`src/rtl/axis_pkg.sv`:
```
// rtl/axis_pkg.sv - shared constants and helpers for the buffered AXI4-Stream master
package axis_pkg;

    localparam int PKT_CUT_THROUGH = 0;
    localparam int PKT_STORE_FWD   = 1;

    localparam int AXIS_TDATA_WIDTH_DEFAULT = 32;
    localparam int AXIS_TKEEP_WIDTH_DEFAULT = AXIS_TDATA_WIDTH_DEFAULT / 8;

    // Ceiling log2 clamped to 1 so a single-entry ring still gets a real pointer bit.
    function automatic int clog2(input int value);
        int r;
        r = 0;
        for (int i = 0; i < 31; i++) begin
            if ((1 << i) < value) begin
                r = i + 1;
            end
        end
        return (r < 1) ? 1 : r;
    endfunction

    function automatic int keep_width(input int data_width);
        return data_width / 8;
    endfunction

endpackage

```
`src/rtl/axis_master_buf_if.sv`:
```
// rtl/axis_master_buf_if.sv - upstream fifo handshake plus downstream AXI4-Stream master signals
interface axis_master_buf_if #(
    parameter int AXIS_TDATA_WIDTH = 32
);
    import axis_pkg::*;

    localparam int KW = keep_width(AXIS_TDATA_WIDTH);

    logic                        fifo_tready;
    logic                        fifo_tvalid;
    logic                        fifo_tlast;
    logic [KW-1:0]               fifo_tkeep;
    logic [AXIS_TDATA_WIDTH-1:0] fifo_tdata;

    logic                        tready;
    logic                        tvalid;
    logic                        tlast;
    logic [KW-1:0]               tkeep;
    logic [KW-1:0]               tstrb;
    logic [AXIS_TDATA_WIDTH-1:0] tdata;

    modport master (
        output fifo_tready,
        input  fifo_tvalid, fifo_tlast, fifo_tkeep, fifo_tdata,
        input  tready,
        output tvalid, tlast, tkeep, tstrb, tdata
    );

    modport slave (
        input  fifo_tready,
        output fifo_tvalid, fifo_tlast, fifo_tkeep, fifo_tdata,
        output tready,
        input  tvalid, tlast, tkeep, tstrb, tdata
    );

endinterface

```
`src/rtl/axis_buf_ring.sv`:
```
// rtl/axis_buf_ring.sv - DEPTH-1 entry ring holding {tlast, tkeep, tdata} behind the output register
module axis_buf_ring
    import axis_pkg::*;
#(
    parameter int DEPTH = 4,
    parameter int WIDTH = 37,
    localparam int PW   = clog2(DEPTH - 1),
    localparam int CW   = clog2(DEPTH)
) (
    input  logic             clk,
    input  logic             reset,
    input  logic             i_wr_en,
    input  logic [WIDTH-1:0] i_wr_data,
    input  logic             i_rd_en,
    output logic [WIDTH-1:0] o_rd_data,
    output logic             o_empty,
    output logic             o_full
);

    logic [WIDTH-1:0] r_mem [0:DEPTH-2];
    logic [PW-1:0]    r_wr_ptr;
    logic [PW-1:0]    r_rd_ptr;
    logic [CW-1:0]    r_count;

    // Entry count is DEPTH-1, not a power of two, so pointers wrap explicitly.
    function automatic logic [PW-1:0] ptr_inc(input logic [PW-1:0] p);
        return (p == PW'(DEPTH - 2)) ? '0 : p + 1'b1;
    endfunction

    always_ff @(posedge clk) begin
        if (reset) begin
            r_wr_ptr <= '0;
            r_rd_ptr <= '0;
            r_count  <= '0;
        end else begin
            if (i_wr_en) begin
                r_wr_ptr <= ptr_inc(r_wr_ptr);
            end
            if (i_rd_en) begin
                r_rd_ptr <= ptr_inc(r_rd_ptr);
            end
            r_count <= r_count + CW'(i_wr_en) - CW'(i_rd_en);
        end
    end

    always_ff @(posedge clk) begin
        if (i_wr_en) begin
            r_mem[r_wr_ptr] <= i_wr_data;
        end
    end

    assign o_rd_data = r_mem[r_rd_ptr];
    assign o_empty   = (r_count == '0);
    assign o_full    = (r_count == CW'(DEPTH - 1));

endmodule

```
`src/rtl/axis_master_buf.sv`:
```
// rtl/axis_master_buf.sv - DEPTH-word buffered AXI4-Stream master with optional store-and-forward
module axis_master_buf
    import axis_pkg::*;
#(
    parameter int AXIS_TDATA_WIDTH = 32,
    parameter int DEPTH            = 4,
    parameter int PKT_MODE         = PKT_CUT_THROUGH,
    parameter int AFULL_THRESH     = DEPTH - 1,
    localparam int KW              = keep_width(AXIS_TDATA_WIDTH),
    localparam int LW              = $clog2(DEPTH + 1)
) (
    input  logic                  clk,
    input  logic                  reset,
    axis_master_buf_if.master     bus,
    output logic [LW-1:0]         level,
    output logic                  afull
);

    localparam int RW = AXIS_TDATA_WIDTH + KW + 1;

    logic                        r_valid;
    logic                        r_last;
    logic [KW-1:0]               r_keep;
    logic [AXIS_TDATA_WIDTH-1:0] r_data;
    logic [LW-1:0]               r_level;
    logic [LW-1:0]               r_pkt_cnt;
    logic                        r_fifo_tready;
    logic                        r_afull;
    logic                        r_stream;

    logic          w_in_xfer;
    logic          w_out_xfer;
    logic          w_out_free;
    logic          w_elig;
    logic          w_load_ring;
    logic          w_load_in;
    logic          w_load;
    logic          w_ring_wr;
    logic          w_ring_empty;
    logic          w_ring_full;
    logic [LW-1:0] w_level_nxt;
    logic [LW-1:0] w_pkt_nxt;
    logic [RW-1:0] w_in_word;
    logic [RW-1:0] w_ring_rdata;
    logic [RW-1:0] w_load_word;

    assign w_in_xfer   = bus.fifo_tvalid & r_fifo_tready;
    assign w_out_xfer  = r_valid & bus.tready;
    assign w_out_free  = ~r_valid | w_out_xfer;
    assign w_in_word   = {bus.fifo_tlast, bus.fifo_tkeep, bus.fifo_tdata};
    assign w_level_nxt = r_level + LW'(w_in_xfer) - LW'(w_out_xfer);
    assign w_pkt_nxt   = r_pkt_cnt + LW'(w_in_xfer & bus.fifo_tlast) - LW'(w_out_xfer & r_last);

    // Store-and-forward releases a word once a whole packet is inside, the buffer is
    // full (long packets would otherwise deadlock), or its packet is already streaming.
    assign w_elig = (PKT_MODE == PKT_CUT_THROUGH) || r_stream ||
                    (w_pkt_nxt != '0) || (w_level_nxt == LW'(DEPTH));

    assign w_load_ring = w_out_free & ~w_ring_empty & w_elig;
    assign w_load_in   = w_out_free & w_ring_empty & w_in_xfer & w_elig;
    assign w_load      = w_load_ring | w_load_in;
    assign w_ring_wr   = w_in_xfer & ~w_load_in;
    assign w_load_word = w_load_ring ? w_ring_rdata : w_in_word;

    axis_buf_ring #(
        .DEPTH (DEPTH),
        .WIDTH (RW)
    ) u_ring (
        .clk       (clk),
        .reset     (reset),
        .i_wr_en   (w_ring_wr),
        .i_wr_data (w_in_word),
        .i_rd_en   (w_load_ring),
        .o_rd_data (w_ring_rdata),
        .o_empty   (w_ring_empty),
        .o_full    (w_ring_full)
    );

    always_ff @(posedge clk) begin
        if (reset) begin
            r_valid       <= 1'b0;
            r_last        <= 1'b0;
            r_keep        <= '0;
            r_data        <= '0;
            r_level       <= '0;
            r_pkt_cnt     <= '0;
            r_fifo_tready <= 1'b0;
            r_afull       <= 1'b0;
            r_stream      <= 1'b0;
        end else begin
            assert (!(w_ring_wr && w_ring_full && !w_load_ring));
            r_level       <= w_level_nxt;
            r_fifo_tready <= (w_level_nxt < LW'(DEPTH));
            r_afull       <= (w_level_nxt >= LW'(AFULL_THRESH));
            r_pkt_cnt     <= (PKT_MODE == PKT_STORE_FWD) ? w_pkt_nxt : '0;
            if (w_load) begin
                r_valid                  <= 1'b1;
                {r_last, r_keep, r_data} <= w_load_word;
                r_stream                 <= ~w_load_word[RW-1];
            end else if (w_out_xfer) begin
                r_valid <= 1'b0;
            end
        end
    end

    assign bus.fifo_tready = r_fifo_tready;
    assign bus.tvalid      = r_valid;
    assign bus.tlast       = r_last;
    assign bus.tkeep       = r_keep;
    assign bus.tstrb       = '1;
    assign bus.tdata       = r_data;
    assign level           = r_level;
    assign afull           = r_afull;

endmodule

```
`src/flat_wrapper.sv`:
```
// flat-port wrapper written by rule: the top's interface ports become plain ports
module axis_master_buf_flat import axis_pkg::*;
#(
    parameter int AXIS_TDATA_WIDTH = 32,
    parameter int DEPTH            = 4,
    parameter int PKT_MODE         = PKT_CUT_THROUGH,
    parameter int AFULL_THRESH     = DEPTH - 1,
    localparam int KW              = keep_width(AXIS_TDATA_WIDTH),
    localparam int LW              = $clog2(DEPTH + 1)
)
  (clk, reset, level, afull, bus_fifo_tready, bus_fifo_tvalid, bus_fifo_tlast, bus_fifo_tkeep, bus_fifo_tdata, bus_tready, bus_tvalid, bus_tlast, bus_tkeep, bus_tstrb, bus_tdata);
  axis_master_buf_if #(.AXIS_TDATA_WIDTH(AXIS_TDATA_WIDTH)) bus_i ();
  input  logic clk;
  input  logic reset;
  output logic [LW-1:0] level;
  output logic afull;
  output wire logic [$bits(bus_i.fifo_tready)-1:0] bus_fifo_tready;
  input wire logic [$bits(bus_i.fifo_tvalid)-1:0] bus_fifo_tvalid;
  input wire logic [$bits(bus_i.fifo_tlast)-1:0] bus_fifo_tlast;
  input wire logic [$bits(bus_i.fifo_tkeep)-1:0] bus_fifo_tkeep;
  input wire logic [$bits(bus_i.fifo_tdata)-1:0] bus_fifo_tdata;
  input wire logic [$bits(bus_i.tready)-1:0] bus_tready;
  output wire logic [$bits(bus_i.tvalid)-1:0] bus_tvalid;
  output wire logic [$bits(bus_i.tlast)-1:0] bus_tlast;
  output wire logic [$bits(bus_i.tkeep)-1:0] bus_tkeep;
  output wire logic [$bits(bus_i.tstrb)-1:0] bus_tstrb;
  output wire logic [$bits(bus_i.tdata)-1:0] bus_tdata;
  assign bus_fifo_tready = bus_i.fifo_tready;
  assign bus_i.fifo_tvalid = bus_fifo_tvalid;
  assign bus_i.fifo_tlast = bus_fifo_tlast;
  assign bus_i.fifo_tkeep = bus_fifo_tkeep;
  assign bus_i.fifo_tdata = bus_fifo_tdata;
  assign bus_i.tready = bus_tready;
  assign bus_tvalid = bus_i.tvalid;
  assign bus_tlast = bus_i.tlast;
  assign bus_tkeep = bus_i.tkeep;
  assign bus_tstrb = bus_i.tstrb;
  assign bus_tdata = bus_i.tdata;
  axis_master_buf #(.AXIS_TDATA_WIDTH(AXIS_TDATA_WIDTH), .DEPTH(DEPTH), .PKT_MODE(PKT_MODE), .AFULL_THRESH(AFULL_THRESH)) u_core (.clk(clk), .reset(reset), .bus(bus_i), .level(level), .afull(afull));
endmodule
```
`config.mk`:
```
export PLATFORM = sky130hd
export DESIGN_NAME = axis_master_buf_flat
export DESIGN_NICKNAME = d
export VERILOG_FILES = /design/src/rtl/axis_pkg.sv /design/src/rtl/axis_master_buf_if.sv /design/src/rtl/axis_buf_ring.sv /design/src/rtl/axis_master_buf.sv /design/src/flat_wrapper.sv
export SDC_FILE = /design/constraint.sdc
export NUM_CORES = 1
export LEC_CHECK = 0
export CORE_MARGIN = 5
export CORE_UTILIZATION = 45
export DETAILED_ROUTE_END_ITERATION = 6
export DONT_BUFFER_PORTS = 1
export PLACE_DENSITY_LB_ADDON = 0.2
export SYNTH_ARGS = -nofsm -noshare
export SYNTH_HDL_FRONTEND = slang
export SYNTH_SLANG_ARGS = --single-unit
```
`constraint.sdc`:
```
create_clock -name clk -period 11.05 [get_ports clk]
set_clock_uncertainty 0.15 [all_clocks]
set_input_delay 1.105 -clock clk [delete_from_list [all_inputs] [get_ports clk]]
set_output_delay 1.105 -clock clk [all_outputs]
set_load 0.05 [all_outputs]
```
-- Word level (Yosys, flattened, before mapping)
Memory sizes are Yosys's and may differ from the RTL's. A register that Yosys moved wholly into a read port is not among the register bits.
Cells that the tools add are included.
- $mul: 0
- eq/ne operators: 2
- bitwise logic cells: 11
- shifts and indexed selects: 0
- divide/modulo/power cells: 0
- reductions and logical operators: 2
- add/sub/neg operators: 6
- $lt $le $gt $ge: 2
- mux-type cells: 9
- operator list (cell ; number):
    $mux W37 ; 1
    $mux W2 ; 4
    $and A1 B1 Y1 ; 6
    $add A2 B1 Y2 const B ; 2
    $eq A2 B2 Y1 const B ; 2
    $mux W1 ; 4
    $add A3 B1 Y3 ; 1
    $ge A3 B2 Y1 const B ; 1
    $lt A3 B3 Y1 const B ; 1
    $not A1 Y1 ; 3
    $sub A3 B1 Y3 ; 1
    $add A2 B1 Y2 ; 1
    $logic_not A2 Y1 ; 1
    $or A1 B1 Y1 ; 2
    $reduce_bool A2 Y1 ; 1
    $sub A2 B1 Y2 ; 1
- memories kept: 1
- word-level logic and storage cells: 43
- memory bits (read-only): 0
- bits in registers: 49
- bits in writable memories: 111
- output and inout bits: 47
- bits of input ports: 41
- bits in latches: 0
- memory list (name ; words ; bits a word ; read ports ; clocked after memory_dff ; wr ports ; line ; source):
    u_core.u_ring.r_mem ; 3 ; 37 ; 1 ; 1 ; 1 ; axis_buf_ring.sv:20 ; logic [WIDTH-1:0] r_mem [0:DEPTH-2];

-- Longest topological paths before layout
Gate-level depths: netlist of the first run.
- depth in word-level cells: 8
- depth in mapped cells: 10
- depth with buffers taken out: 9

-- Hierarchy
From an unflattened synthesis of the first run, not the netlist that was laid out.
- cell total of the unflattened synthesis: 472
- area, all modules: 6437.4 sq um
- modules (own cells, without submodules) (module ; sequential area each (sq um) ; times used ; area each (sq um) ; cells an instance):
    axis_buf_ring ; 3493.4 ; 1 ; 4464.3 ; 266
    axis_master_buf ; 860.8 ; 1 ; 1973.1 ; 206

-- Least setup slack after synthesis of the first run
OpenSTA, ideal clock, no wires.
- path kind: input port to flip-flop
- from: in bus_tready
- to: mem u_core.u_ring.r_mem[1][0], enable pin
- setup time: 0.466 ns
- path buffers: 0
- required time: 10.434 ns
- data arrival time: 3.779 ns
- setup slack: 6.655 ns
- stages on the path: 2
- cells stage by stage: nand2b_1 > a2111oi_2
- cells in the longest elaborated chain, start to end: 8
- RTL lines (what ; line ; source):
    from (decl) ; flat_wrapper.sv:22 ; input wire logic [$bits(bus_i.tready)-1:0] bus_tready;
    $and A1 B1 Y1 ; axis_master_buf.sv:48 ; assign w_out_xfer = r_valid & bus.tready;
    $or A1 B1 Y1 ; axis_master_buf.sv:49 ; assign w_out_free = ~r_valid | w_out_xfer;
    $and A1 B1 Y1 (2 in series) ; axis_master_buf.sv:60 ; assign w_load_in = w_out_free & w_ring_empty & w_in_xfer & w_elig;
    $not A1 Y1 ; axis_master_buf.sv:62 ; assign w_ring_wr = w_in_xfer & ~w_load_in;
    $and A1 B1 Y1 ; axis_master_buf.sv:62 ;
    $mux W1 ; axis_buf_ring.sv:47 ; if (i_wr_en) begin
    $mux W1 (implied by the code) ; axis_buf_ring.sv:48 ; r_mem[r_wr_ptr] <= i_wr_data;
    to (decl) ; axis_buf_ring.sv:20 ;
No other way between the ends.

-- Worst setup path after layout of the first run
- from: reg u_core.r_valid, in the netlist u_core.bus.tvalid
- to: mem u_core.u_ring.r_mem[0][28], enable pin
- cells in the longest elaborated chain, start to end: 8
- elaborated cells between the ends (all ways): 9
- classes of those cells: 2 x mux; 7 x bitwise
- RTL lines (what ; line ; source):
    from (decl) ; axis_master_buf.sv:21 ; logic r_valid;
    from (signal assigned) ; axis_master_buf.sv:81 ; r_valid <= 1'b0;
    from (signal assigned) ; axis_master_buf.sv:97 ; r_valid <= 1'b1;
    from (signal assigned) ; axis_master_buf.sv:101 ; r_valid <= 1'b0;
    $and A1 B1 Y1 or $not A1 Y1 (tied branches) ; axis_master_buf.sv:48, axis_master_buf.sv:49 ;
    $or A1 B1 Y1 (*) ; axis_master_buf.sv:49 ;
    $and A1 B1 Y1 (*) (2 in series) ; axis_master_buf.sv:60 ;
    $not A1 Y1 (*) ; axis_master_buf.sv:62 ;
    $and A1 B1 Y1 (*) ; axis_master_buf.sv:62 ;
    $mux W1 (*) ; axis_buf_ring.sv:47 ;
    $mux W1 (implied by the code) (*) ; axis_buf_ring.sv:48 ;
Mark *: on every way between the ends. The rest lies on a longest branch, timed or not.

==> results of run 1 <==
## kinds of logic after synthesis
group                      Yosys count
DFF                                162
and+or+nand+nor                    130
AOI/OAI and AO/OA                   85
buffers and inverters               51
muxes                               37
adders and majority gates            5
xor gates and xnor gates             4
other                                1
## final cells by class
| type | count | area (um^2) |
|---|---|---|
| Clock buffer | 27 | 504.2 |
| Clock inverter | 5 | 51.30 |
| Fill cell | 1208 | 6890 |
| Inverter | 12 | 45.04 |
| Multi-Input combinational cell | 265 | 1879 |
| Sequential cell | 162 | 4355 |
| Tap cell | 180 | 225.2 |
| Timing Repair Buffer | 5 | 37.54 |
## layout by cell type, fill, tap and decap left out, drive strengths merged, types with 12 or more instances in the layout
cell and instances:
clkbuf 27, a2111oi 38, nor3 37, edfxtp 111, nor2b 42, a211oi 37
inv 12, nor2 41, dfxtp 51, mux2i 37
## worst paths after layout
| check | from | to | slack, ps | cells past startpoint |
|---|---|---|---|---|
| min | u_core.u_ring.r_wr_ptr[0]$_SDFFE_PP0P_ | u_core.u_ring.r_wr_ptr[0]$_SDFFE_PP0P_ | 330 | 2 |
| min reg2reg | u_core.u_ring.r_wr_ptr[0]$_SDFFE_PP0P_ | u_core.u_ring.r_wr_ptr[0]$_SDFFE_PP0P_ | 330 | 2 |
| max | u_core.bus.tvalid$_SDFFE_PP0P_ | u_core.u_ring.r_mem[0][28]$_DFFE_PP_ | 8230 | 4 |
| max reg2reg | u_core.bus.tvalid$_SDFFE_PP0P_ | u_core.u_ring.r_mem[0][28]$_DFFE_PP_ | 8230 | 4 |
## report_power, final
| group | switching (mW) | leakage (nW) | total, mW | internal, mW |
|---|---|---|---|---|
| clock network | 0.218 | 0.268 | 0.552 | 0.334 |
| logic | 0.322 | 0.589 | 0.511 | 0.189 |
| registers | 0.330 | 1.42 | 1.09 | 0.757 |
| total | 0.871 | 2.28 | 2.15 | 1.28 |
## per-stage QoR
| stage | power (mW) | utilization [%] |
|---|---|---|
| after floorplan | 1.502 | - |
| after global routing | 2.272 | 50.74 |
| final | 2.151 | 50.74 |
| after detailed placement | 1.622 | 46.77 |
| after CTS | 2.178 | 50.74 |
| after global placement | 1.611 | 46.77 |
## flip-flops by register name, indices dropped and copies added, names as in the netlist, named ones only
register / count
u_core.u_ring.r_count: 2
u_core.bus.tkeep: 4
u_core.u_ring.r_wr_ptr: 2
u_core.level: 3
u_core.bus.fifo_tready: 1
u_core.u_ring.r_rd_ptr: 2
u_core.bus.tlast: 1
u_core.u_ring.r_mem: 111
u_core.bus.tdata: 32
u_core.bus.tvalid: 1
u_core.afull: 1
## per-layer routing
metal  share of wire (%)  routed length [um]  up-vias  global-route usage, %
met3                 6.3                 864       19                  5.853
met5                   0                   0        -                      0
met4                 1.9                 264        0                  7.090
li1                    -                   -     1761                      -
met2                  48                6584       86                  27.72
met1                  43                5906     1839                  21.15
## critical path, delay by kind of cell, from the launching register on
family,cells,cell delay (ps)
flip-flops,1,670
AND/OR/NAND/NOR,2,660
buffers and inverters,1,640
AO/OA/AOI/OAI,1,290
==> results.md, run 1 <==
Run status:
- The run finished with clean final reports.

Yosys:
- The count of flip-flops with a built-in enable after synthesis is 111.
- The area share of the largest cell type after synthesis is between 50 and 60%.
- The mapped netlist covers between 0.006 and 0.007 mm^2.
- The area fraction in compound gates after synthesis is 10.59%.
- After synthesis, the largest family of logic cells by area is compound AO/OA/AOI/OAI gates.
- The post-synthesis sequential area ratio is 67.25%.
- For this run, asynchronously set or reset flops after synthesis account for 0%.
- By area the synthesized netlist is led by sky130_fd_sc_hd__edfxtp_1 51%, sky130_fd_sc_hd__dfxtp_1 16%, sky130_fd_sc_hd__mux2i_1 5.7%.
- Synthesis instantiated 37 different standard cells from the library.
- Counting flops and latches in the post-synthesis netlist gives 162.
- After synthesis, the share of cell area in mux cells is 5.720%.
- The average footprint of a synthesized cell is 13.63 um^2.
- sky130_fd_sc_hd__edfxtp_1 takes more of the synthesized area than any other cell.
- The commonest cells after synthesis are 111 x sky130_fd_sc_hd__edfxtp_1, 51 x sky130_fd_sc_hd__dfxtp_1, 41 x sky130_fd_sc_hd__nor2_1, 41 x sky130_fd_sc_hd__nor2b_1.
- The cell count after synthesis came out at 475.
- The synthesized netlist devotes less than 1% of its cell area to XOR and XNOR gates.
- The area share of fa/ha/maj cells after synthesis is 1.082%.
- Among all cell types in the netlist, the one instantiated most often is sky130_fd_sc_hd__edfxtp_1.
- The count of synthesis-stage warnings from yosys is 0.
- After Yosys synthesis, and, or, nand and nor cells account for slightly above 10% of the synthesized area.
- The predominant post-synthesis flop cell is sky130_fd_sc_hd__edfxtp_1.

Clocking:
- In this run the number of H-tree levels came out at 4.
- The maximum root-to-sink buffer count is 2.
- The quantity of gates resized following cts is 0.
- Post-CTS timing repair inserted 0 buffers for setup.
- The number of clock buffers added by TritonCTS is 17.
- The root buffer selected by CTS is sky130_fd_sc_hd__clkbuf_16.
- In this run, post-CTS hold repair placed 0 buffers.
- Clock-pin slew was measured on the worst setup and hold paths at around 60 ps.
- The insertion delay to the later sink of the worst-skew pair is 420 ps.
- The clock tree from TritonCTS is built.
- CTS saw 162 sinks.

Placement:
- Port buffering added 0 buffers.
- Once placement finished, the instance area stood at 0.006543 mm^2.
- The sum of net half-perimeters after detailed placement is between 7000 and 8000 um.
- After detailed placement, the design holds a cell count of around 620.
- The post-place setup slack is 7815 ps.
- Routability-driven placement finished with a final weighted congestion of 0.7315.

Worst setup path:
- The critical path data required time is 10,940 ps.
- Among all stages on the critical path, the largest delay is contributed by sky130_fd_sc_hd__dfxtp_1.
- STA classifies the critical path startpoint as a register.
- STA classifies the critical path endpoint as a register.
- At the worst endpoint, the arrival time is 2710 ps.
- By startpoint and endpoint, the worst setup path is classified as register to register.
- The maximum fanout along the worst path is 37.
- The signal on the critical path passes through nand2b_1 -> a21o_1 -> or3_1 -> inv_2.
- The delay of the slowest cell on the worst path is 670 ps.

Route:
- The routed length per instance is 20.76 um.
- The routed layout has 3,705 vias.
- The number of routed nets with antenna violations is 0.
- The starting DRC count in detailed routing is 247.
- After detailed routing, the number of remaining DRC violations is 0.
- The first detailed-routing pass took 4 iterations.
- After detailed routing, the total wire length is approximately 14,000 um.
- Using the TritonRoute via totals, the vias-per-cell ratio works out to between 5 and 6.

Timing:
- The final critical path takes up 25.52% of the cycle.
- The clock period could shrink to 2820 ps.
- The number of slew-limit violations in the final report is 0.
- The final count of hold timing violations is 0.
- The final setup violation count is 0.
- Setup repair after global routing left no endpoint under its margin.
- Setup total negative slack on the finished layout was measured at 0 ps.
- In the post-route analysis, the smallest setup slack over all paths is 8230 ps.
- Hold timing on the final database bottoms out at a slack of 330.6 ps.
- Static timing analysis puts the maximum clock frequency at 354.6 MHz.
- The worst slew margin relative to its limit is 21.07%.
- The transition time of the tightest slew-check pin is 1181 ps.

Global routing:
- The number of global-route vias before repair was 4,064.
- The wire length of the first global-routing pass is about 22,000 um.
- Global routing used 17.14% of the available tracks across all layers.
- The number of antenna violations at the first check in global routing came to 0.
- The global route total overflow is 0.
- Entering global routing, the biggest net connects between 40 and 50 pins.

Power:
- The cell leakage power is 2.281 nW.
- Power spread over the standard cell area amounts to 303.0 mW/mm^2.
- The peak supply drop is 0.0002047 V.

Finish:
- The number of diodes added for antenna fixing is 0.
- The total non-filler cell area in the finished layout is 0.007098 mm^2.
- The area added between synthesis and finish is 9.623%.
- The net count of the finished layout is 509.
- Cells with a size suffix above 1 make up under 10% of the layout.
- The number of non-filler instances in the completed layout is approximately 660.

Die:
- The floorplan step defined a die boundary enclosing 0.01689 mm^2.
- The width of the die is roughly 130 um.
- Once the floorplan was initialized, standard cells occupied 46.29% of the core.
- The height of the chip is 130.0 um.
- The number of core rows is 43.
- The top-level port count is 88.
- The area of the core is ~0.014 mm^2.

Worst hold path:
- In this run the worst hold path is classified as register to register.

Flow run:
- The number of max-cap violations is 0.
No activity file was read; power rests on OpenSTA's default activity.
==> inputs of run 2 (changes only) <==
--- a/config.mk
+++ b/config.mk
@@ -5,6 +5,7 @@
 export SDC_FILE = /design/constraint.sdc
 export NUM_CORES = 1
 export LEC_CHECK = 0
+export ABC_AREA = 1
 export CORE_MARGIN = 5
 export CORE_UTILIZATION = 45
 export DETAILED_ROUTE_END_ITERATION = 6
==> constraint.sdc (replaced) <==
create_clock -name clk -period 2.8 [get_ports clk]
set_clock_uncertainty 0.15 [all_clocks]
set_input_delay 0.28 -clock clk [delete_from_list [all_inputs] [get_ports clk]]
set_output_delay 0.28 -clock clk [all_outputs]
set_load 0.05 [all_outputs]
==> run 2 against run 1 <==
Net effect: utilization is 2.4 points higher; final cell count is 43% higher; hold slack worse by 280 ps; synthesized cell count is 44% higher; sequential share of layout area is 7.6 points lower; maximum frequency is 38% higher; highest routed layer unchanged; critical path depth is 6 higher; die area is 7.5% higher; non-clock buffer count is 43 higher; register-to-register slack worse by 7500 ps; flip-flop and latch count stayed put; critical path type unchanged; first-iteration DRC count is 17% higher.
==> results.md, run 2 <==
Yosys:
- In the synthesized netlist, the cells that appear most often are 160 x sky130_fd_sc_hd__nand2_1, 111 x sky130_fd_sc_hd__edfxtp_1, 86 x sky130_fd_sc_hd__nor2_1, 58 x sky130_fd_sc_hd__inv_1, 51 x sky130_fd_sc_hd__dfxtp_1.
- The number of different library cells used by synthesis comes to 22.
- Among all flip-flop cells after synthesis, the most frequent one is sky130_fd_sc_hd__edfxtp_1.
- The cell area that synthesis handed to floorplanning was between 0.007 and 0.008 mm^2.
- Averaged over all synthesized cells, the footprint is just over 10 um^2.
- Of all cell types, the one taking the most synthesized area is sky130_fd_sc_hd__edfxtp_1.
- The share of flip-flops with an asynchronous set or reset is 0%.
- In the post-synthesis netlist, the cell with the most instances is sky130_fd_sc_hd__nand2_1.
- The area share of the largest cell type after synthesis is between 40% and 50%.
- After synthesis, the cell types taking the most area are sky130_fd_sc_hd__edfxtp_1 48%, sky130_fd_sc_hd__dfxtp_1 15%, sky130_fd_sc_hd__nand2_1 8.6%.
- For this run, the register share of the synthesized area comes to 62.19%.
- During synthesis, Yosys emitted a total of 0 warnings.
- The number of synthesized register bits is approximately 160.
- In the synthesized netlist, the number of instances is 686.
- The count of flip-flops with a built-in enable after synthesis is 111.

Worst hold path:
- The worst min-delay path startpoint is bus_fifo_tvalid.
- The path with the worst hold slack has its endpoint at u_core.bus.tvalid$_SDFFE_PP0P_.
- The min-delay analysis places its worst path in the category input port to register.
- Along the worst hold path, the cell count comes to 4.

Worst setup path:
- The type of the worst setup path is register to register.
- The worst setup slack for register-to-register paths is 760 ps.
- The capture instance of the worst register-to-register path is u_core.afull$_SDFF_PP0_.
- Data on the critical path is required at its endpoint by between 2000 and 3000 ps.
- The endpoint type of the worst setup path is a register.
- STA classifies the critical path startpoint as a register.
- The worst reg-to-reg path cell count is 10.
- In this run the critical register-to-register path is launched from u_core.level[0]$_SDFF_PP0_.
- The arrival time at the worst endpoint is 2190 ps.
- The maximum fanout along the worst path is 2.

Clocking:
- Clock-pin slew was measured on the worst setup and hold paths at 60 ps.
- Clock tree synthesis inserted a total of 17 buffers.
- TritonCTS built the clock tree.
- The hold-fix buffer count after cts is 38.
- Buffers added to address setup during post-CTS repair amount to 0.
- The quantity of gates resized following cts is 0.
- The insertion delay to the later sink of the worst-skew pair is 420 ps.
- The number of levels in the clock H-tree is 4.
- For this design, the sink count on the clock tree is 162.
- The root buffer selected by CTS is sky130_fd_sc_hd__clkbuf_16.
- The maximum root-to-sink buffer count is 2.

Route:
- The routed length per instance is around 15 um.
- The count of vias placed by the detailed router is 4,521.
- Before antenna repair, the detailed router went through 4 iterations.
- The detail route stage leaves a number of antenna-violating nets equal to 0.
- For this block, the routed nets add up to approximately 14,000 um of wire.
- The detailed router finished its first iteration with 289 violations.
- The post-route DRC violation count is 0.
- The average vias per placed instance is slightly below 5.

Run status:
- The run finished with clean final reports.

Finish:
- The number of inserted filler cells in the final layout is 1,355.
- The fraction of final layout cells with drive strength greater than 1 is 15.84%.
- Relative to the synthesized area, the layout overhead comes to 15.74%.
- At the end of the flow, the number of nets in the layout was 759.
- The register with the most flip-flops in the layout has 111 of them.
- The library cells used most frequently in the layout, excluding fill and tap cells, are 160 x sky130_fd_sc_hd__nand2_1, 111 x sky130_fd_sc_hd__edfxtp_1, 85 x sky130_fd_sc_hd__nor2_1.
- The register bank with the most flops is u_core.u_ring.r_mem.
- The library cell used most frequently in the layout, excluding fill and tap cells, is sky130_fd_sc_hd__nand2_1.
- The multi-input combinational cells in the finished layout cover a total of 0.002143 mm^2.
- The number of antenna diodes in the final layout is 0.
- The sequential cell area is between 0.004 and 0.005 mm^2.

Timing:
- After layout, the worst path uses approximately 73% of the clock period.
- The final count of hold timing violations was 0.
- For the final routed database, the setup TNS stands at 0 ps.
- The worst slew margin relative to its limit is 43.15%.
- Setup violations remaining at the end of the flow were counted as 0.
- Setup repair after global routing left no endpoint under its margin.
- The final critical-path required period is a little over 2000 ps.
- Timing would allow up to 490.7 MHz.
- The number of slew-limit violations in the final report was 0.
- Across all hold checks on the routed design, the worst slack comes to 51.60 ps.
- For the pin with the worst max-slew slack, the measured transition is 851.5 ps.

Power:
- For this design the ratio of total power to cell area is 1183 mW/mm^2.
- The peak supply drop is 0.0008379 V.
- The analysis attributes to cell leakage a power of 3.263 nW.

Placement:
- Buffers placed on the I/O ports in this run total 0.
- The sum of net half-perimeters after detailed placement is 8219 um.
- The routability congestion estimate from global placement is 0.7214.

Global routing:
- The number of global-route vias before repair is ~4,500.
- The total overflow left after global routing is 0.
- The number of antenna violations at the first check in global routing is 0.
- The wire length of the first global-routing pass is between 20,000 and 25,000 um.
- The total routing resource utilization after global routing is 16.19%.
- The maximum number of pins on one net before global-route repair is 115.

Die:
- The die area is 0.01815 mm^2.
- In this run the core area contains 45 standard-cell rows.
- In this run the count of I/O pins placed on the die edge is 88.
- The height of the chip is 134.7 um.
- The die is between 100 and 150 um wide.
- After floorplanning, the core was sized to cover around 0.015 mm^2.
- The initial core utilization is 45.89%.

Flow run:
- Max-cap violations in this run came to 0.
==> run 2: cell count changes in the layout (fill, tap and decap cells not counted), sizes merged, moves of 5 or more <==
cell         change
nor2            +45
nor3            -37
o21ai           +39
a21oi           +36
dlygate4sd3     +38
nand2          +160
nand3           +78
nor2b           -42
a211oi          -37
a2111oi         -38
buf              +5
inv             +52
mux2i           -37
==> run 2: layout make-up <==
cell class | instances | area share [%]
clock buffers | 28 | 6.639
clock inverters | 4 | 0.5558
inverters | 64 | 2.964
multi-input cells | 420 | 26.45
flip-flops and latches | 162 | 53.74
well taps | 211 | 3.258
repair buffers | 48 | 6.392
==> run 2: layer usage <==
layer,vias to the layer above,global-route usage (%),share of wire [%]
met5,-,0,0
met3,14,4.620,4.9
met2,85,26.13,49
met1,2120,20.76,45
met4,0,6.165,1.2
li1,2302,-,-
==> run 2: worst max path at each step <==
stage                                               from                             endpoint  slack [ps]  cells past startpoint
after floorplan           u_core.bus.tvalid$_SDFFE_PP0P_  u_core.u_ring.r_mem[2][0]$_DFFE_PP_         230                      4
after global placement        u_core.level[0]$_SDFF_PP0_              u_core.afull$_SDFF_PP0_         850                     10
after detailed placement      u_core.level[0]$_SDFF_PP0_              u_core.afull$_SDFF_PP0_         760                     10
after CTS                     u_core.level[0]$_SDFF_PP0_              u_core.afull$_SDFF_PP0_         750                     10
after global routing          u_core.level[0]$_SDFF_PP0_              u_core.afull$_SDFF_PP0_         660                     10
final                         u_core.level[0]$_SDFF_PP0_              u_core.afull$_SDFF_PP0_         760                     10
==> run 2: per-stage QoR <==
stage	cells	area (um^2)	setup WS [ps]	util [%]	power, mW
2_1_floorplan	689	7015	228.0	-	6.856
3_3_place_gp	867	7141	846.3	46.80	7.258
3_5_place_dp	867	7141	763.0	46.80	7.375
4_1_cts	937	8104	751.4	53.11	9.706
5_1_grt	937	8104	655.3	53.11	10.22
6_report	937	8104	762.2	53.11	9.588
==> run 2: kinds of logic after synthesis <==
kind of cell,count (synthesis),synth area share (%)
other,1,0.05356
adder cells (fa/ha/maj),5,1.001
buffers and inverters,107,7.541
AND/OR/NAND/NOR,328,21.41
flip-flops,162,62.19
XOR/XNOR,2,0.2502
AO/OA/AOI/OAI,81,7.559
==> run 2: power breakdown <==
part,total [mW],switching (mW),internal [mW]
Combinational,3.07,2.02,1.05
Sequential,4.26,1.26,3.00
Clock,2.25,0.856,1.39
==> run 2: critical path, cell delays in order (launching register included) <==
cell                      delay, ps
sky130_fd_sc_hd__dfxtp_1        310
sky130_fd_sc_hd__buf_4          200
sky130_fd_sc_hd__inv_1           60
sky130_fd_sc_hd__ha_1           270
sky130_fd_sc_hd__inv_1           40
sky130_fd_sc_hd__ha_1           200
sky130_fd_sc_hd__fa_1           390
sky130_fd_sc_hd__inv_1           70
sky130_fd_sc_hd__nand2_1         70
sky130_fd_sc_hd__nand3_1        100
sky130_fd_sc_hd__nand2_1         70
